File: config.mk
export PLATFORM = sky130hd
export DESIGN_NAME = gan_layer_mac
export DESIGN_NICKNAME = d
export VERILOG_FILES = /design/src/rtl/gan_layer_mac.sv
export SDC_FILE = /design/constraint.sdc
export NUM_CORES = 2
export LEC_CHECK = 0
export BUFFER_PORTS_ARGS = -buffer_cell sky130_fd_sc_hd__clkbuf_2
export CELL_PAD_IN_SITES_DETAIL_PLACEMENT = 0
export CELL_PAD_IN_SITES_GLOBAL_PLACEMENT = 1
export CORE_UTILIZATION = 40
export CTS_CLUSTER_SIZE = 16
export DETAILED_ROUTE_END_ITERATION = 8
export GPL_TIMING_DRIVEN = 1
export HOLD_SLACK_MARGIN = 0.1
export PLACE_DENSITY_LB_ADDON = 0.25
export SLEW_MARGIN = 0
export SYNTH_ARGS = -nofsm -noshare
export SYNTH_HDL_FRONTEND = slang
export SYNTH_SLANG_ARGS = --single-unit
File: constraint.sdc
create_clock -name clk -period 15.94 [get_ports clk]
set_clock_uncertainty 0.15 [all_clocks]
set_input_delay 2.391 -clock clk [delete_from_list [all_inputs] [get_ports clk]]
set_output_delay 2.391 -clock clk [all_outputs]
set_load 0.05 [all_outputs]
File: src/rtl/gan_layer_mac.sv
// Sequential fixed-point dense layer: one time-shared signed multiplier walks all
// neuron/input pairs of a latched input vector and weight matrix, optional ReLU.
module gan_layer_mac #(
  parameter int WIDTH = 32,
  parameter int FRAC  = 24,
  parameter int N_IN  = 2,
  parameter int N_OUT = 3,
  parameter int ACT   = 0
) (
  input  logic                          clk,
  input  logic                          rst_n,
  input  logic                          start,
  input  logic [N_IN*WIDTH-1:0]         x_in,
  input  logic [N_OUT*N_IN*WIDTH-1:0]   w_in,
  output logic [N_OUT*WIDTH-1:0]        y_out,
  output logic                          busy,
  output logic                          done,
  output logic                          sat
);

  localparam int ACCW = 2*WIDTH + $clog2(N_IN) + 1;
  localparam int IW   = (N_IN  > 1) ? $clog2(N_IN)  : 1;
  localparam int JW   = (N_OUT > 1) ? $clog2(N_OUT) : 1;
  localparam logic signed [ACCW-1:0] MAXV = {{(ACCW-WIDTH+1){1'b0}}, {(WIDTH-1){1'b1}}};
  localparam logic signed [ACCW-1:0] MINV = ~MAXV;

  typedef enum logic [1:0] {S_IDLE, S_MAC, S_DONE} state_t;

  state_t                         state_q, state_d;
  logic [IW-1:0]                  i_q, i_d;
  logic [JW-1:0]                  j_q, j_d;
  logic signed [ACCW-1:0]         acc_q, acc_d;
  logic [N_IN*WIDTH-1:0]          x_q, x_d;
  logic [N_OUT*N_IN*WIDTH-1:0]    w_q, w_d;
  logic [N_OUT*WIDTH-1:0]         res_q, res_d;
  logic [N_OUT*WIDTH-1:0]         y_q, y_d;
  logic                           sat_q, sat_d;

  logic signed [WIDTH-1:0]        x_sel, w_sel;
  logic signed [2*WIDTH-1:0]      prod;
  logic signed [ACCW-1:0]         acc_next, shifted;
  logic [WIDTH-1:0]               r;
  logic                           clamp;
  int unsigned                    ii, jj;

  always_comb begin
    state_d = state_q;
    i_d     = i_q;
    j_d     = j_q;
    acc_d   = acc_q;
    x_d     = x_q;
    w_d     = w_q;
    res_d   = res_q;
    y_d     = y_q;
    sat_d   = sat_q;

    ii       = 32'(i_q);
    jj       = 32'(j_q);
    x_sel    = x_q[ii*WIDTH +: WIDTH];
    w_sel    = w_q[(jj*N_IN + ii)*WIDTH +: WIDTH];
    prod     = x_sel * w_sel;
    acc_next = acc_q + ACCW'(prod);
    // Floor rounding via arithmetic shift, then clamp, then ReLU.
    shifted  = acc_next >>> FRAC;
    clamp    = 1'b0;
    if (shifted > MAXV) begin
      r     = MAXV[WIDTH-1:0];
      clamp = 1'b1;
    end else if (shifted < MINV) begin
      r     = MINV[WIDTH-1:0];
      clamp = 1'b1;
    end else begin
      r = shifted[WIDTH-1:0];
    end
    if (ACT == 1 && r[WIDTH-1]) r = '0;

    unique case (state_q)
      S_IDLE: begin
        if (start) begin
          x_d     = x_in;
          w_d     = w_in;
          i_d     = '0;
          j_d     = '0;
          acc_d   = '0;
          sat_d   = 1'b0;
          state_d = S_MAC;
        end
      end
      S_MAC: begin
        if (i_q != IW'(N_IN-1)) begin
          acc_d = acc_next;
          i_d   = i_q + 1'b1;
        end else begin
          res_d[jj*WIDTH +: WIDTH] = r;
          sat_d = sat_q | clamp;
          acc_d = '0;
          i_d   = '0;
          if (j_q == JW'(N_OUT-1)) begin
            y_d     = res_d;
            state_d = S_DONE;
          end else begin
            j_d = j_q + 1'b1;
          end
        end
      end
      S_DONE:  state_d = S_IDLE;
      default: state_d = S_IDLE;
    endcase
  end

  always_ff @(posedge clk or negedge rst_n) begin
    if (!rst_n) begin
      state_q <= S_IDLE;
      i_q     <= '0;
      j_q     <= '0;
      acc_q   <= '0;
      x_q     <= '0;
      w_q     <= '0;
      res_q   <= '0;
      y_q     <= '0;
      sat_q   <= 1'b0;
    end else begin
      state_q <= state_d;
      i_q     <= i_d;
      j_q     <= j_d;
      acc_q   <= acc_d;
      x_q     <= x_d;
      w_q     <= w_d;
      res_q   <= res_d;
      y_q     <= y_d;
      sat_q   <= sat_d;
    end
  end

  assign y_out = y_q;
  assign busy  = (state_q == S_MAC);
  assign done  = (state_q == S_DONE);
  assign sat   = sat_q;

endmodule

==> key figures <==
Global routing
  • Initial antenna violation count: 13
  • Vias in the first global route: 49000
  • Grt ovf: 0
  • Largest net degree at the start of global routing: 149
  • M3 GR Usage: 4.23%
  • Gr usage total: 27.7%
  • First-pass GRT wire length: 322000 µm
  • GRT met2 Usage: 45.2%
  • GR peak layer: met2
  • Grt met1 use: 37.8%

Placed design
  • Final GP Congestion: 0.946
  • HPWL after DPL: 162000 µm
  • Port Buffers: 357

Synth
  • Most numerous cell in the Yosys netlist: inv_1
  • Library cells used by synthesis: 66
  • Synth Warn #: 0
  • Commonest cells in the synthesized netlist: inv_1, fa_1, nand2_1
  • Synth top area cells: fa_1, dfrtp_1, inv_1
  • Sequential share of the synthesized area: 20.9%
  • Syn_area_per_cell: 9.97 µm²
  • Mapped Area: 0.0621 mm²
  • EDFF count, synth: 0
  • Yosys top cell by area: fa_1
  • Most frequently used flop master after synthesis: dfrtp_1
  • Mapped Cells: 6228
  • Post-synth top area share: 39.7%
  • Net count after synthesis: 7947
  • Flop and latch count out of synthesis: 520
  • Async SR Flop Fraction: 100%

Finish
  • Layout cell share with drive strength beyond 1: 15.1%
  • Area Overhead vs Synth: 10.8%
  • Fin nets: 8154

Setup path
  • Worst Path Arrival: 12850 ps
  • CP bufs+invs: 9
  • R2r setup slk: 3470 ps
  • CP Launch Type: flip-flop
  • RR Endpoint: y_out[71]$_DFFE_PN0P_
  • Setup CP Type: reg2reg
  • Most frequent CP cell: fa_1
  • CP Data Required Time: 16320 ps
  • RR Startpoint: i_q$_DFFE_PN0P_
  • Endpoint class of the critical path: flip-flop
  • Cell family with most CP delay: adder cells
  • Reg2Reg Depth: 32
  • Crit path max fanout: 89
  • Max incr delay on CP: 840 ps
  • Slowest CP cell: xnor2_1

Clocking
  • Post-cts repair resize count: 0
  • Hold_buf cts: 0
  • Post-CTS Setup Inserts: 0
  • CTS sink count: 520
  • Worst-skew pair later-pin latency: 680 ps
  • Root Buffer: clkbuf_16
  • Num CTS Buffers: 67
  • Clock-pin slew on the worst setup and hold paths: 60 ps
  • Clock H-tree levels: 3
  • Clock buffer depth: 3
  • CTS tree: done

Floorplanning
  • Initial Util: 40.3%
  • Row cnt: 144
  • I/O pin total: 358
  • Core Footprint: 0.154 mm²
  • DIE AREA: 0.157 mm²
  • Die span in y: 396 µm
  • Die width: 396 µm

Timing
  • Final period util: 78.2%
  • Relative slew slack: 12.1%
  • Min Tclk post-route: 12470 ps
  • Max Freq: 80.2 MHz
  • RSZ-0062 raised after global routing: false
  • Pins Over Slew Limit: 0
  • Slew @ Worst Pin: 1320 ps
  • Setup TNS: 0 ps
  • Final setup fails: 0
  • Final Hold Viols: 0

Drt
  • Vias per cell: 5.27
  • Post-route DRC: 0
  • Wirelength per Cell: 24.6 µm
  • Post-DRT Antenna Nets: 0
  • DRT Wirelength: 210000 µm
  • Routed vias: 45000
  • Iteration-0 DRC Markers: 3105
  • Drt first pass iters: 6

Worst hold path
  • Hold Crit Class: reg2reg
  • WHS Endpoint: res_q[11]$_DFFE_PN0P_
  • Hold path depth: 2
  • Worst Hold Launch: res_q[11]$_DFFE_PN0P_

Status
  • Status: completed

Job
  • MaxCap Viol Count: 0
[stage by stage]
step | util, % | instance area [µm²] | worst slack, ps | std cells | hold WS, ps
CTS | 44.7 | 68800 | 3510 | 8532 | 330
detailed placement | 43.1 | 66400 | 3530 | 8410 | 317
floorplan | - | 62100 | 4460 | 6228 | 292
global placement | 43.1 | 66400 | 3690 | 8410 | 307
finish | 44.7 | 68800 | 3470 | 8543 | 324
global route | 44.7 | 68800 | 2970 | 8542 | 350
[state kept, by name, summed over array words and instances (netlist names)]
signal	count
j_q	2
res_q	96
x_q	64
i_q	1
w_q	192
acc_q	66
state_q	2
sat	1
y_out	96
[placed cells by master, fill, tap and decap left out, drive strengths merged, types with 16 or more instances in the layout]
cell type,netlist,final
mux2,289,289
fa,1233,1233
mux4,32,32
dfrtp,520,520
clkbuf,289,451
nor3b,65,65
nand4,19,19
o21ai,250,250
a21oi,229,229
ha,227,227
mux2i,66,66
a22o,39,39
and2,41,41
xor2,27,27
nor2,558,558
inv,1283,1288
nand2b,28,28
a21o,30,30
nor3,16,16
o22ai,31,31
buf,34,105
xnor2,47,47
nand2,729,729
[final cells by class]
type,count,area (µm²)
diodes,11,27.5
clock buffers,95,1930
clock inverters,27,487
fillers,14900,85200
inverters,1284,4820
multi-input cells,4101,43400
flip-flops and latches,520,13000
well taps,2044,2560
repair buffers,461,2600
[worst reg2reg max path: cells and delay by family, from the launching register on]
kind | cells | cell delay (ps)
buffers and inverters | 9 | 1740
AO/OA/AOI/OAI | 9 | 2770
multiplexers | 1 | 780
AND/OR/NAND/NOR | 3 | 840
flip-flops | 1 | 780
XOR/XNOR | 1 | 840
adder cells (fa/ha/maj) | 9 | 4450
[routing by layer]
layer	up-vias	share of wire, %
li1	19400	-
met1	23900	42
met2	1424	48
met3	292	6.0
met4	2	3.6
met5	-	0.055
[worst max path at each step]
stage,from,endpoint,slack [ps],cells past startpoint
floorplan,i_q$_DFFE_PN0P_,sat$_DFFE_PN0P_,4460,34
global placement,i_q$_DFFE_PN0P_,y_out[73]$_DFFE_PN0P_,3690,29
detailed placement,i_q$_DFFE_PN0P_,y_out[72]$_DFFE_PN0P_,3530,32
CTS,i_q$_DFFE_PN0P_,y_out[70]$_DFFE_PN0P_,3510,32
global route,i_q$_DFFE_PN0P_,res_q[0]$_DFFE_PN0P_,2970,31
finish,i_q$_DFFE_PN0P_,y_out[71]$_DFFE_PN0P_,3470,32
[logic make-up after synthesis]
| group | after synthesis | synth area share [%] |
|---|---|---|
| buf+inv | 1607 | 9.74 |
| simple gates | 1518 | 10.2 |
| fa+ha+maj | 1460 | 44.3 |
| compound gates | 662 | 6.28 |
| flops | 520 | 20.9 |
| mux | 387 | 7.46 |
| xor+xnor | 74 | 1.04 |
Power is left out: the tool's default activity adds up to more than one toggle a clock period on the data nets, which glitch-free logic cannot reach.
